**config.mk**
```make
export PLATFORM = sky130hd
export DESIGN_NAME = i2c_rx_sequencer_flat
export DESIGN_NICKNAME = d
export VERILOG_FILES = /design/src/rtl/i2c_rx_sequencer_if.sv /design/src/rtl/i2c_rx_sequencer.sv /design/src/flat_wrapper.sv
export SDC_FILE = /design/constraint.sdc
export NUM_CORES = 1
export LEC_CHECK = 0
export CAP_MARGIN = 10
export CORE_UTILIZATION = 46
export DETAILED_ROUTE_END_ITERATION = 8
export GPL_ROUTABILITY_DRIVEN = 0
export PLACE_DENSITY = 0.84
export REMOVE_ABC_BUFFERS = 1
export SLEW_MARGIN = 10
export SYNTH_ARGS = -nofsm -noshare
export SYNTH_HDL_FRONTEND = slang
export SYNTH_SLANG_ARGS = --single-unit
```
**constraint.sdc**
```tcl
create_clock -name clk -period 1.9 [get_ports clk]
set_input_delay 0.285 -clock clk [delete_from_list [all_inputs] [get_ports clk]]
set_output_delay 0.285 -clock clk [all_outputs]
set_load 0.02 [all_outputs]
```
**src/rtl/i2c_rx_sequencer_if.sv**
```systemverilog
// i2c_rx_sequencer_if: SCL/SDA strobes, byte-shifter commands and the downstream byte handshake.
interface i2c_rx_sequencer_if;
  logic       scl_rise;
  logic       scl_fall;
  logic       sda_in;
  logic       start_det;
  logic       stop_det;
  logic [7:0] rx_byte;
  logic       rx_shift;
  logic       rx_bit;
  logic       rx_clear;
  logic [7:0] data_out;
  logic       data_valid;
  logic       data_accept;
  logic       sda_drive_low;
  logic       busy;
  modport slave (
    input  scl_rise, scl_fall, sda_in, start_det, stop_det, rx_byte, data_accept,
    output rx_shift, rx_bit, rx_clear, data_out, data_valid, sda_drive_low, busy
  );
  modport master (
    output scl_rise, scl_fall, sda_in, start_det, stop_det, rx_byte, data_accept,
    input  rx_shift, rx_bit, rx_clear, data_out, data_valid, sda_drive_low, busy
  );
endinterface

```
**src/rtl/i2c_rx_sequencer.sv**
```systemverilog
// i2c_rx_sequencer: write-only I2C target sequencer driving an external byte shifter.
module i2c_rx_sequencer #(
  parameter logic [6:0] ADDRESS = 7'h2A
) (
  input logic clk,
  input logic rst_n,
  i2c_rx_sequencer_if.slave bus
);
  typedef enum logic [2:0] {IDLE, ADDR, ADDR_ACK, DATA, DATA_ACK, IGNORE} state_t;
  state_t     state_q, state_d;
  logic [2:0] cnt_q, cnt_d;
  logic       shift_q, shift_d, bit_q, bit_d, clear_q, clear_d, dec_q, dec_d;
  logic       ack_q, ack_d, slot_q, slot_d, sda_q, sda_d, dv_q, dv_d;
  logic [7:0] dout_q, dout_d;
  logic       ack_now;
  assign ack_now = (state_q == ADDR) ? (bus.rx_byte[7:1] == ADDRESS && !bus.rx_byte[0]) : bus.data_accept;
  always_ff @(posedge clk) begin
    if (!rst_n) begin
      state_q <= IDLE;
      cnt_q   <= '0;
      shift_q <= 1'b0;
      bit_q   <= 1'b0;
      clear_q <= 1'b0;
      dec_q   <= 1'b0;
      ack_q   <= 1'b0;
      slot_q  <= 1'b0;
      sda_q   <= 1'b0;
      dv_q    <= 1'b0;
      dout_q  <= '0;
    end else begin
      state_q <= state_d;
      cnt_q   <= cnt_d;
      shift_q <= shift_d;
      bit_q   <= bit_d;
      clear_q <= clear_d;
      dec_q   <= dec_d;
      ack_q   <= ack_d;
      slot_q  <= slot_d;
      sda_q   <= sda_d;
      dv_q    <= dv_d;
      dout_q  <= dout_d;
    end
  end
  always_comb begin
    state_d = state_q;
    cnt_d   = cnt_q;
    shift_d = 1'b0;
    bit_d   = bit_q;
    clear_d = 1'b0;
    dec_d   = 1'b0;
    ack_d   = ack_q;
    slot_d  = slot_q;
    sda_d   = sda_q;
    dv_d    = 1'b0;
    dout_d  = dout_q;
    if (bus.start_det) begin
      state_d = ADDR;
      cnt_d   = '0;
      clear_d = 1'b1;
      sda_d   = 1'b0;
      slot_d  = 1'b0;
    end else if (bus.stop_det) begin
      state_d = IDLE;
      sda_d   = 1'b0;
      slot_d  = 1'b0;
    end else begin
      case (state_q)
        ADDR, DATA: begin
          if (bus.scl_rise) begin
            shift_d = 1'b1;
            bit_d   = bus.sda_in;
            cnt_d   = cnt_q + 3'd1;
          end
          // counter has just wrapped: the byte is complete once this shift lands
          dec_d = shift_q && cnt_q == 3'd0;
          if (dec_q) begin
            ack_d   = ack_now;
            slot_d  = 1'b0;
            state_d = (state_q == ADDR) ? ADDR_ACK : DATA_ACK;
            dv_d    = state_q == DATA && ack_now;
            dout_d  = (state_q == DATA && ack_now) ? bus.rx_byte : dout_q;
          end
        end
        ADDR_ACK, DATA_ACK: begin
          if (bus.scl_fall) begin
            sda_d   = slot_q ? 1'b0 : ack_q;
            slot_d  = !slot_q;
            clear_d = slot_q;
            cnt_d   = slot_q ? 3'd0 : cnt_q;
            state_d = slot_q ? (ack_q ? DATA : IGNORE) : state_q;
          end
        end
        default: ;
      endcase
    end
  end
  assign bus.rx_shift      = shift_q;
  assign bus.rx_bit        = shift_q & bit_q;
  assign bus.rx_clear      = clear_q;
  assign bus.data_out      = dout_q;
  assign bus.data_valid    = dv_q;
  assign bus.sda_drive_low = sda_q;
  assign bus.busy          = state_q != IDLE;
endmodule

```
**src/flat_wrapper.sv**
```systemverilog
// flat-port wrapper written by rule: the top's interface ports become plain ports
module i2c_rx_sequencer_flat 
#(
  parameter logic [6:0] ADDRESS = 7'h2A
)
  (clk, rst_n, bus_scl_rise, bus_scl_fall, bus_sda_in, bus_start_det, bus_stop_det, bus_rx_byte, bus_data_accept, bus_rx_shift, bus_rx_bit, bus_rx_clear, bus_data_out, bus_data_valid, bus_sda_drive_low, bus_busy);
  i2c_rx_sequencer_if bus_i ();
  input logic clk;
  input logic rst_n;
  input wire logic [$bits(bus_i.scl_rise)-1:0] bus_scl_rise;
  input wire logic [$bits(bus_i.scl_fall)-1:0] bus_scl_fall;
  input wire logic [$bits(bus_i.sda_in)-1:0] bus_sda_in;
  input wire logic [$bits(bus_i.start_det)-1:0] bus_start_det;
  input wire logic [$bits(bus_i.stop_det)-1:0] bus_stop_det;
  input wire logic [$bits(bus_i.rx_byte)-1:0] bus_rx_byte;
  input wire logic [$bits(bus_i.data_accept)-1:0] bus_data_accept;
  output wire logic [$bits(bus_i.rx_shift)-1:0] bus_rx_shift;
  output wire logic [$bits(bus_i.rx_bit)-1:0] bus_rx_bit;
  output wire logic [$bits(bus_i.rx_clear)-1:0] bus_rx_clear;
  output wire logic [$bits(bus_i.data_out)-1:0] bus_data_out;
  output wire logic [$bits(bus_i.data_valid)-1:0] bus_data_valid;
  output wire logic [$bits(bus_i.sda_drive_low)-1:0] bus_sda_drive_low;
  output wire logic [$bits(bus_i.busy)-1:0] bus_busy;
  assign bus_i.scl_rise = bus_scl_rise;
  assign bus_i.scl_fall = bus_scl_fall;
  assign bus_i.sda_in = bus_sda_in;
  assign bus_i.start_det = bus_start_det;
  assign bus_i.stop_det = bus_stop_det;
  assign bus_i.rx_byte = bus_rx_byte;
  assign bus_i.data_accept = bus_data_accept;
  assign bus_rx_shift = bus_i.rx_shift;
  assign bus_rx_bit = bus_i.rx_bit;
  assign bus_rx_clear = bus_i.rx_clear;
  assign bus_data_out = bus_i.data_out;
  assign bus_data_valid = bus_i.data_valid;
  assign bus_sda_drive_low = bus_i.sda_drive_low;
  assign bus_busy = bus_i.busy;
  i2c_rx_sequencer #(.ADDRESS(ADDRESS)) u_core (.clk(clk), .rst_n(rst_n), .bus(bus_i));
endmodule
```
== Word level (Yosys, flattened, before mapping) ==
Index checks and enable logic that the tools add are counted.
Widths: inputs -> output; s select.
Storage, ports and cells
  bits of input ports: 16
  flip-flop bits (word level): 22
Cells by class
  equal/unequal tests: 12
  add/subtract/negate cells: 1
  bitwise operators: 6
  reductions and logical operators: 23
  mux-type cells: 22
Operators with widths (number)
  $mux 3: 8
  $reduce_and 4->1: 4
  $pmux 3 s2: 2
  $mux 1: 11
  $reduce_and 5->1: 2
  $ne 4x3->1 const B: 2
  $eq 7x6->1 const B: 1
  $eq 3x2->1 const B: 2
  $reduce_or 2->1: 3
  $not 1->1: 5
  $reduce_or 5->1: 1
  $ne 2x1->1 const B: 2
  $ne 2x2->1 const B: 2
  $ne 4x4->1 const B: 1
  $reduce_bool 4->1: 1
  $reduce_or 4->1: 1
  $add 3x1->3 const B: 1
  $eq 3x1->1 const B: 1
  $eq 3x3->1 const B: 1
  $logic_and 1x1->1: 3
  $logic_not 3->1: 1
  $reduce_and 3->1: 1
  $reduce_bool 3->1: 1
  $reduce_or 3->1: 1
  other kinds (5): 6

== Depth between registers and ports, before layout ==
Gate-level depths: netlist (run 1).
  word-level depth: 6
  mapped depth: 5

== Worst setup path before layout (run 1) ==
Ideal clock, no wire load.
  path type: register to register
  start point: register u_core.state_q[0]
  end point: register u_core.dout_q[0], in the netlist u_core.bus.data_out[0]
  slack: 520 ps
  arrival: 1253 ps
  data required time: 1772 ps
  cell stages (with the launch flop): 6
  period minus slack after synthesis: 1380 ps
  path through: dfxtp_1 > buf_2 > nor2b_2 > nand4_2 > mux2i_1 > nor2_1
Between the ends
  cells in the longest elaborated chain, start to end: 4
  elaborated cells on any way between the ends: 6
  classes of those cells: eq/ne (2); mux (1); reduce/logical (3)
RTL lines
  start, declared: line i2c_rx_sequencer.sv:10  | state_t state_q, state_d;
  start signal, assigned: line i2c_rx_sequencer.sv:31  | state_q <= state_d;
  $eq 3x1->1: line i2c_rx_sequencer.sv:16, i2c_rx_sequencer.sv:67
  $mux 1: line i2c_rx_sequencer.sv:16  | assign ack_now = (state_q == ADDR) ? (bus.rx_byte[7:1] == ADDRESS && !bus.rx_byte[0]) : bus.data_accept;
  $logic_and 1x1->1: line i2c_rx_sequencer.sv:81  | dout_d = (state_q == DATA && ack_now) ? bus.rx_byte : dout_q;
  $reduce_and 5->1 (no line) (*)
  end signal, assigned: line i2c_rx_sequencer.sv:41  | dout_q <= dout_d;
  end, declared: line i2c_rx_sequencer.sv:14  | logic [7:0] dout_q, dout_d;
Every way passes the cells marked *; elsewhere a longest branch is shown, timed or not.
A chain may end at the register's enable or synchronous reset.

== Worst setup path in the final report (run 1) ==
  start point: register u_core.shift_q, in the netlist u_core.bus.rx_shift
  end point: output port bus_rx_bit
Between the ends
  cells in the longest elaborated chain, start to end: 1
RTL lines
  start, declared: line i2c_rx_sequencer.sv:12  | logic shift_q, shift_d, bit_q, bit_d, clear_q, clear_d, dec_q, dec_d;
  start signal, assigned: line i2c_rx_sequencer.sv:33  | shift_q <= shift_d;
  $and 1x1->1: line i2c_rx_sequencer.sv:98  | assign bus.rx_bit = shift_q & bit_q;
  end, declared: line flat_wrapper.sv:18  | output wire logic [$bits(bus_i.rx_bit)-1:0] bus_rx_bit;
Every way passes these cells.

==> flow_metrics.tcl, run 1 <==
set metrics [dict create \
    status "complete, no violations" \
    synth_edf_count 0 \
    fin_crit_sh_pct 88.6 \
    r2r_cells 5 \
    pin_count 30 \
    slew_headroom_pct 71.2 \
    grt_use_total_pct 21.2 \
    synth_xor_area_share_pct 1.52 \
    root_buffer "clkbuf_4" \
    synthAdderAreaFrac_pct 2.34 \
    yosys_register_bits 22 \
    numPlacedInstances 179 \
    hold_class "reg2reg" \
    clk_latency_ns 0.31 \
    crit_path_cell_trace "and2_1 > clkdlybuf4s50_1" \
    die_w_um 50.2 \
    drc 0 \
    grt_pass1_wl_um 4180 \
    synth_compound_area_share_pct 11.7 \
    post_dp_cell_area_um2 1430 \
    max_freq_mhz 594 \
    end_kind "primary output" \
    stdcell_count 183 \
    yosys_most_used_dff "dfxtp_1" \
    grt_setup_unrepaired "no" \
    final_max_slew_viol_count 0 \
    p_switching_uw 186 \
    wl_per_cell_um 13.1 \
    overflow 0 \
    port-buffer-count 29 \
    seqPwrFrac_pct 51.3 \
    reg2reg_to "u_core.bus.data_out[0]$_SDFFE_PN0P_" \
    synthTopCellsByArea "dfxtp_1 (41%), mux2i_1 (11%), nor2_1 (4.9%)" \
    detail-route-antenna-nets 0 \
    n_antenna_cell 0 \
    cp-endpoint "bus_rx_bit" \
    dpl_worst_slack_ns 0.0501 \
    grt_pass1_vias 983 \
    tightest_slew_ns 0.432 \
    clk_path_buf_depth 2 \
    drv_cap 0 \
    cts_buffers 3 \
    reg2reg_from "u_core.state_q[1]$_SDFFE_PP0P_" \
    p_int_uw 729 \
    path_max_fanout 3 \
    yosysTopAreaCell "dfxtp_1" \
    cts_sinks 22 \
    hold_buffers 0 \
    final_common_cell "clkdlybuf4s50_1" \
    required_ns 1.62 \
    core_area_um2 2190 \
    die_h_um 50.2 \
    clk_pin_slew_ns 0.12 \
    start_util_pct 48.8 \
    fin_nets 174 \
    htree_levels 1 \
    syn2layout_area_growth_pct 38.6 \
    rows 17 \
    switching_share_pct 20.3 \
    fin_total_pwr_uw 915 \
    finalWirelength_um 2400 \
    synth_top_family_by_area "simple AND/OR/NAND/NOR gates" \
    drive_above_1_share_pct 14.2 \
    largest_reg_flops 8 \
    post-route-min-period_ns 1.68 \
    yosysWarnings 0 \
    synthDistinctLibCells 33 \
    fin_skew_ns 0.00277 \
    power_density_nw_per_um2 617 \
    vias 972 \
    start_kind "flip-flop" \
    fin_area_um2 1480 \
    syn_inst 120 \
    clkPwrFrac_pct 39.0 \
    setup_slack_ns 0.217 \
    drtPass1Iterations 4 \
    synthArstFlopShare_pct 0 \
    crit_slowest_cell "clkdlybuf4s50_1" \
    tritoncts "built" \
    ys_seq_area_share_pct 41.2 \
    antenna_found_initial 0 \
    leakage_nw 0.631 \
    drt-initial-drc-count 18 \
    post-dp-hpwl_um 1850 \
    final_core_util_pct 67.6 \
    fin_hold_ws_ns 0.464 \
    syn_area_per_cell_um2 8.90 \
    mostFrequentLayoutCells "clkdlybuf4s50_1 (28), dfxtp_1 (21), nor2_1 (14), nand2_1 (12), mux2i_1 (12)" \
    netlist_area_um2 1070 \
    cp.arrival_ns 1.40 \
    path_class "reg2out" \
    finalHoldViolCount 0 \
    max-vdd-ir-drop_v 0.000571 \
    p_comb_share_pct 9.8 \
    r2r_slack_ns 0.31 \
    die_area_um2 2520 \
    muxShareOfSynthArea_pct 11.2 \
    setup_viol 0 \
    yosys.area.top_type_share_pct 41.2 \
    cp-startpoint "u_core.bus.rx_shift$_SDFF_PP0_" \
    synthSimpleGateAreaFrac_pct 28.2 \
    tns_ns 0 \
    slowest_delay_ns 0.59 \
    via_per_inst 5.31 \
    grt_start_max_net_pins 14 \
]
[critical path: cells and delay by family, from the launching register on]
family / cells / cell delay (ns)
and+or+nand+nor: 1 / 0.13
buffers and inverters: 1 / 0.59
DFF: 1 / 0.37
[area by class of cell]
class | count | area, µm²
multi-input combinational | 88 | 588
clock buffer | 3 | 22.5
timing repair buffer | 36 | 345
sequential | 22 | 442
fill | 170 | 709
clock inverter | 1 | 30.0
inverter | 5 | 18.8
tap | 28 | 35.0
[what timing repair did]
action	in CTS	in global routing
buffers inserted	0	0
endpoints found under the setup margin	0	1
resized for setup	0	2
[kinds of logic (layout without fill, tap and decap cells)]
family | after synthesis | after routing
AND/OR/NAND/NOR | 54 | 54
AO/OA/AOI/OAI | 19 | 19
XOR/XNOR | 1 | 1
buffers and inverters | 10 | 45
multiplexers | 12 | 12
flip-flops | 22 | 22
adder cells (fa/ha/maj) | 2 | 2
[cell usage after synthesis, drive strengths merged (2+ instances only)]
cell / count
dfxtp: 22
nor2: 14
mux2i: 12
nand2: 12
a21oi: 7
a31oi: 5
inv: 5
nor3: 5
nand3: 4
clkbuf: 3
nor2b: 3
o21ai: 3
and2: 2
buf: 2
ha: 2
nand2b: 2
nor4b: 2
or2: 2
or3: 2
[power groups by stage]
stage               Combinational, mW  Clock [mW]  Sequential [mW]
floorplan                      0.0305           0            0.480
global placement               0.0876           0            0.479
finish                         0.0892       0.356            0.469
global route                   0.0961       0.380            0.470
detailed placement             0.0889           0            0.479
CTS                            0.0896       0.357            0.469
[worst min path at each step]
stage               cells after the start                                  start                                    end
finish                                  1           u_core.cnt_q[2]$_SDFFE_PP0P_                u_core.dec_q$_SDFF_PP0_
global route                            2         u_core.bus.rx_shift$_SDFF_PP0_                u_core.dec_q$_SDFF_PP0_
CTS                                     2         u_core.bus.rx_shift$_SDFF_PP0_                u_core.dec_q$_SDFF_PP0_
detailed placement                      2  u_core.bus.sda_drive_low$_SDFFE_PP0P_  u_core.bus.sda_drive_low$_SDFFE_PP0P_
global placement                        2  u_core.bus.sda_drive_low$_SDFFE_PP0P_  u_core.bus.sda_drive_low$_SDFFE_PP0P_
floorplan                               2                           bus_scl_rise         u_core.bus.rx_shift$_SDFF_PP0_
[layer usage]
metal / vias to the layer above / share of wire (%) / track usage [%]
li1: 491 / - / -
met1: 450 / 46 / 26.7
met2: 27 / 48 / 36.7
met3: 4 / 4.5 / 2.73
met4: 0 / 1.7 / 7.62
met5: - / 0 / 0
Note: power is estimated with default switching activity, not from simulation.
==> inputs of run 2 (changes only) <==
--- a/config.mk
+++ b/config.mk
@@ -5,8 +5,9 @@
 export SDC_FILE = /design/constraint.sdc
 export NUM_CORES = 1
 export LEC_CHECK = 0
+export ABC_AREA = 1
 export CAP_MARGIN = 10
-export CORE_UTILIZATION = 46
+export CORE_UTILIZATION = 45
 export DETAILED_ROUTE_END_ITERATION = 8
 export GPL_ROUTABILITY_DRIVEN = 0
 export PLACE_DENSITY = 0.84
==> run 2 against run 1 <==
Compared with the run above:
- setup slack got worse by 0.099 ns
- critical path type unchanged
- die area decreased by 4.8%
- via count increased by 5.8%
==> flow_metrics.tcl, run 2 <==
set metrics [dict create \
    yosys_register_bits 22 \
    drive_above_1_share_pct 7.87 \
    crit_cells 3 \
    reg2reg_to "u_core.bus.data_out[1]$_SDFFE_PN0P_" \
    crit_buf_inv 2 \
    vias 1028 \
    r2r_cells 7 \
    fin_skew_ns 0.00703 \
    critical-path-top-delay-family "buffers and inverters" \
    mostFrequentLayoutCells "nor2_1 (29), clkdlybuf4s50_1 (29), nand2_1 (24), dfxtp_1 (22), inv_1 (17)" \
    netlist_area_um2 993 \
    drv_cap 0 \
    yosysWarnings 0 \
    finalWirelength_um 2420 \
    via_per_inst 5.01 \
    synthTopCellsByArea "dfxtp_1 (44%), nor2_1 (11%), nand2_1 (9.1%)" \
    post-route-min-period_ns 1.78 \
    overflow 0 \
    yosys_most_used_dff "dfxtp_1" \
    slowest_delay_ns 0.60 \
    start_util_pct 49.1 \
    crit_path_cell_trace "inv_2 > nand3_1 > clkdlybuf4s50_1" \
    required_ns 1.62 \
    root_buffer "clkbuf_4" \
    leakage_nw 0.591 \
    wl_per_cell_um 11.8 \
    status "complete, no violations" \
    tns_ns 0 \
    syn_inst 143 \
    post_cts_buffers 0 \
    largest_reg_flops 8 \
    grt_start_max_net_pins 13 \
    final_max_slew_viol_count 0 \
    drc 0 \
    grt_use_total_pct 21.7 \
    hold_buffers 0 \
    cts_sinks 22 \
    syn2layout_area_growth_pct 38.2 \
    crit_slowest_cell "clkdlybuf4s50_1" \
    grt_pass1_vias 967 \
    drt-initial-drc-count 32 \
    die_area_um2 2400 \
    grt_setup_unrepaired "no" \
    clk_latency_ns 0.31 \
    numPlacedInstances 201 \
    hold_class "reg2reg" \
    die_w_um 49.0 \
    end_kind "primary output" \
    setup_viol 0 \
    hold-path-cell-count 2 \
    fin_nets 197 \
    yosys.area.top_type_share_pct 44.3 \
    start_kind "flip-flop" \
    tightest_slew_ns 0.322 \
    power_density_nw_per_um2 604 \
    synthArstFlopShare_pct 0 \
    core_area_um2 2020 \
    drtPass1Iterations 5 \
    yosysTopAreaCell "dfxtp_1" \
    reg2reg_from "u_core.state_q[0]$_SDFFE_PN0P_" \
    tritoncts "built" \
    antenna_found_initial 0 \
    cp.arrival_ns 1.50 \
    rows 16 \
    fin_crit_sh_pct 93.8 \
    slew_headroom_pct 78.5 \
    grt_pass1_wl_um 3950 \
    n_antenna_cell 0 \
    pin_count 30 \
    port-buffer-count 29 \
    clk_pin_slew_ns 0.13 \
    die_h_um 49.0 \
    clk_path_buf_depth 2 \
    stdcell_count 205 \
    whs_endpoint "u_core.dec_q$_SDFF_PP0_" \
    synth_edf_count 0 \
    yosysMostFrequentCell "nor2_1" \
    post-dp-hpwl_um 1910 \
    max-vdd-ir-drop_v 0.000450 \
    postCtsResizedCells 0 \
    ys_seq_area_share_pct 44.3 \
    synthTopCellsByCount "nor2_1 (29), nand2_1 (24), dfxtp_1 (22)" \
    min_from "u_core.bus.rx_shift$_SDFF_PP0_" \
    detail-route-antenna-nets 0 \
    finalHoldViolCount 0 \
    r2r_slack_ns 0.47 \
    synthDistinctLibCells 18 \
    syn_area_per_cell_um2 6.95 \
    cts_buffers 3 \
    max_freq_mhz 561 \
    path_class "reg2out" \
    htree_levels 1 \
    path_max_fanout 4 \
]
run 2: cell type report:
type	count	area (µm²)
clock buffer	4	36.3
fill	171	649
inverter	20	75.1
multi-input combinational	100	474
sequential	22	440
tap	27	33.8
timing repair buffer	32	313
run 2: kinds of logic after synthesis:
| family | count (synthesis) | synth area share [%] |
|---|---|---|
| AND/OR/NAND/NOR | 72 | 31.4 |
| AO/OA/AOI/OAI | 25 | 13.0 |
| flip-flops | 22 | 44.3 |
| buffers and inverters | 21 | 7.93 |
| adder cells (fa/ha/maj) | 2 | 2.52 |
| XOR/XNOR | 1 | 0.882 |
run 2: stage by stage:
| stage | instance area [µm²] | setup slack [ns] | power [mW] | hold WS, ns | util [%] |
|---|---|---|---|---|---|
| 2_1_floorplan | 990 | 0.714 | 0.519 | 0.420 | - |
| 6_report | 1370 | 0.118 | 0.830 | 0.471 | 67.9 |
| 3_5_place_dp | 1340 | 0.121 | 0.575 | 0.455 | 66.1 |
| 5_1_grt | 1370 | 0.0481 | 0.861 | 0.520 | 67.9 |
| 3_3_place_gp | 1340 | 0.172 | 0.573 | 0.444 | 66.1 |
| 4_1_cts | 1370 | 0.121 | 0.830 | 0.473 | 67.9 |
run 2: worst max path at each step:
stage | slack, ns | from | end
3_5_place_dp | 0.12 | bus_stop_det | u_core.bus.data_out[1]$_SDFFE_PN0P_
6_report | 0.12 | u_core.state_q[2]$_SDFFE_PP0P_ | bus_busy
2_1_floorplan | 0.71 | u_core.state_q[0]$_SDFFE_PN0P_ | u_core.bus.data_out[1]$_SDFFE_PN0P_
5_1_grt | 0.05 | u_core.state_q[2]$_SDFFE_PP0P_ | bus_busy
4_1_cts | 0.12 | u_core.state_q[2]$_SDFFE_PP0P_ | bus_busy
3_3_place_gp | 0.17 | bus_stop_det | u_core.bus.data_out[1]$_SDFFE_PN0P_
run 2: metal layers:
layer	vias to the layer above	track usage (%)	wire length (µm)
li1	532	-	-
met1	456	26.7	1110
met2	31	35.2	1140
met3	9	2.49	88
met4	0	15.2	79
met5	-	0	0
run 2: worst register-to-register path, delay by kind of cell, from the launching register on:
kind | cells | cell delay, ns
DFF | 1 | 0.37
and+or+nand+nor | 5 | 0.76
buffers and inverters | 2 | 0.21
run 2: report_power, final:
| group | switching (mW) | leakage (nW) | internal (mW) |
|---|---|---|---|
| clock | 0.146 | 0.0210 | 0.117 |
| combinational | 0.0479 | 0.393 | 0.0499 |
| sequential | 0.00284 | 0.178 | 0.466 |
==> inputs of run 3 (changes only) <==
--- a/config.mk
+++ b/config.mk
@@ -8,6 +8,8 @@
 export ABC_AREA = 1
 export CAP_MARGIN = 10
 export CORE_UTILIZATION = 45
+export CTS_BUF_LIST = sky130_fd_sc_hd__clkbuf_16
+export CTS_CLUSTER_SIZE = 40
 export DETAILED_ROUTE_END_ITERATION = 8
 export GPL_ROUTABILITY_DRIVEN = 0
 export PLACE_DENSITY = 0.84
==> run 3 against run 2 <==
Compared with the run above:
- first-iteration DRC count decreased by 19%
- cell count unchanged
- sequential power about the same
- non-clock buffer count unchanged
- hold slack got worse by 0.010 ns
- flip-flop and latch count unchanged
- die area unchanged
- sequential share of layout area decreased by 0.96 points
- clock skew decreased by 0.0055 ns
- global-route usage unchanged
==> flow_metrics.tcl, run 3 (synthesis results as in run 2) <==
set metrics [dict create \
    detail-route-antenna-nets 0 \
    die_h_um 49.0 \
    finalHoldViolCount 0 \
    core_area_um2 2020 \
    max-vdd-ir-drop_v 0.000524 \
    clkPwrFrac_pct 43.7 \
    power_density_nw_per_um2 712 \
    overflow 0 \
    setup_slack_ns 0.197 \
    slew_headroom_pct 78.4 \
    grt_pass1_wl_um 3930 \
    n_antenna_cell 0 \
    drive_above_1_share_pct 7.30 \
    post_dp_cell_area_um2 1340 \
    hold_class "reg2reg" \
    cts_buffers 3 \
    start_util_pct 49.1 \
    drt-initial-drc-count 26 \
    tritoncts "built" \
    clk_latency_ns 0.25 \
    die_w_um 49.0 \
    wl_per_cell_um 11.8 \
    cp.arrival_ns 1.42 \
    slowest_delay_ns 0.60 \
    antenna_found_initial 0 \
    grt_start_max_net_pins 13 \
    vias 1020 \
    switching_share_pct 21.0 \
    setup_viol 0 \
    p_switching_uw 211 \
    crit_buf_inv 2 \
    numPlacedInstances 201 \
    p_int_uw 797 \
    final_core_util_pct 70.0 \
    fin_area_um2 1420 \
    end_kind "primary output" \
    pin_count 30 \
    crit_slowest_cell "clkdlybuf4s50_1" \
    grt_setup_unrepaired "no" \
    post_cts_buffers 0 \
    drtPass1Iterations 6 \
    tns_ns 0 \
    syn2layout_area_growth_pct 42.4 \
    largest_reg_flops 8 \
    r2r_cells 7 \
    drv_cap 0 \
    path_class "reg2out" \
    start_kind "flip-flop" \
    multi_input_area_um2 474 \
    crit_cells 3 \
    status "complete, no violations" \
    fin_crit_sh_pct 89.7 \
    seqPwrFrac_pct 46.5 \
    path_max_fanout 4 \
    fin_skew_ns 0.00153 \
    grt_use_total_pct 21.7 \
    hold-path-cell-count 2 \
    post-dp-hpwl_um 1910 \
    clk_path_buf_depth 2 \
    post-route-min-period_ns 1.70 \
    required_ns 1.62 \
    max_freq_mhz 587 \
    root_buffer "clkbuf_16" \
    rows 16 \
    grt_pass1_vias 955 \
    die_area_um2 2400 \
    tightest_slew_ns 0.323 \
    clk_pin_slew_ns 0.06 \
    critical-path-top-delay-family "buffers and inverters" \
    leakage_nw 0.609 \
    regArea_um2 440 \
    via_per_inst 4.98 \
    crit_path_cell_trace "inv_2 > nand3_1 > clkdlybuf4s50_1" \
    cts_sinks 22 \
    mostFrequentLayoutCells "nor2_1 (29), clkdlybuf4s50_1 (29), nand2_1 (24), dfxtp_1 (22), inv_1 (17)" \
    fin_nets 197 \
    final_max_slew_viol_count 0 \
    stdcell_count 205 \
    port-buffer-count 29 \
    finalWirelength_um 2430 \
    postCtsResizedCells 0 \
    n_fill_cell 162 \
    hold_buffers 0 \
    dpl_worst_slack_ns 0.121 \
    drc 0 \
    p_comb_share_pct 9.8 \
    htree_levels 1 \
]
==> run 3: layout make-up <==
type / count / share of cell area [%]
clock buffers: 3 / 5.31
clock inverters: 1 / 0.265
inverters: 20 / 5.31
multi-input cells: 100 / 33.5
flip-flops and latches: 22 / 31.1
well taps: 27 / 2.39
repair buffers: 32 / 22.1
==> run 3: path summary, 6_finish.rpt <==
check                                 startpoint                                   to  slack, ns
setup / recovery  u_core.state_q[2]$_SDFFE_PP0P_                             bus_busy       0.20
hold / removal    u_core.bus.rx_shift$_SDFF_PP0_              u_core.dec_q$_SDFF_PP0_       0.46
setup reg to reg  u_core.state_q[0]$_SDFFE_PN0P_  u_core.bus.data_out[1]$_SDFFE_PN0P_       0.51
hold reg to reg   u_core.bus.rx_shift$_SDFF_PP0_              u_core.dec_q$_SDFF_PP0_       0.46
==> run 3: stage by stage <==
| stage | power [mW] | hold WS (ns) |
|---|---|---|
| after global placement | 0.573 | 0.444 |
| final | 1.01 | 0.461 |
| after global routing | 1.04 | 0.510 |
| after floorplan | 0.519 | 0.420 |
| after CTS | 1.01 | 0.463 |
| after detailed placement | 0.575 | 0.455 |
==> run 3: power by group through the flow <==
stage               sequential (mW)  clock, mW  combinational [mW]
floorplan                     0.480          0              0.0395
global placement              0.479          0              0.0944
detailed placement            0.479          0              0.0961
CTS                           0.469      0.443              0.0975
global route                  0.469      0.464               0.107
finish                        0.469      0.441              0.0983
==> run 3: tightest hold or removal path, cell delays in order, from the launching register on <==
cell and delay [ns]:
dfxtp_1 0.32, nand2_1 0.05, nor3_1 0.04
==> run 3: routing by layer <==
metal / vias to the layer above / global-route usage, % / wire length, µm
met3: 7 / 3.12 / 111
met1: 441 / 26.7 / 1090
met4: 0 / 12.7 / 63
met2: 44 / 35.9 / 1160
met5: - / 0 / 0
li1: 528 / - / -
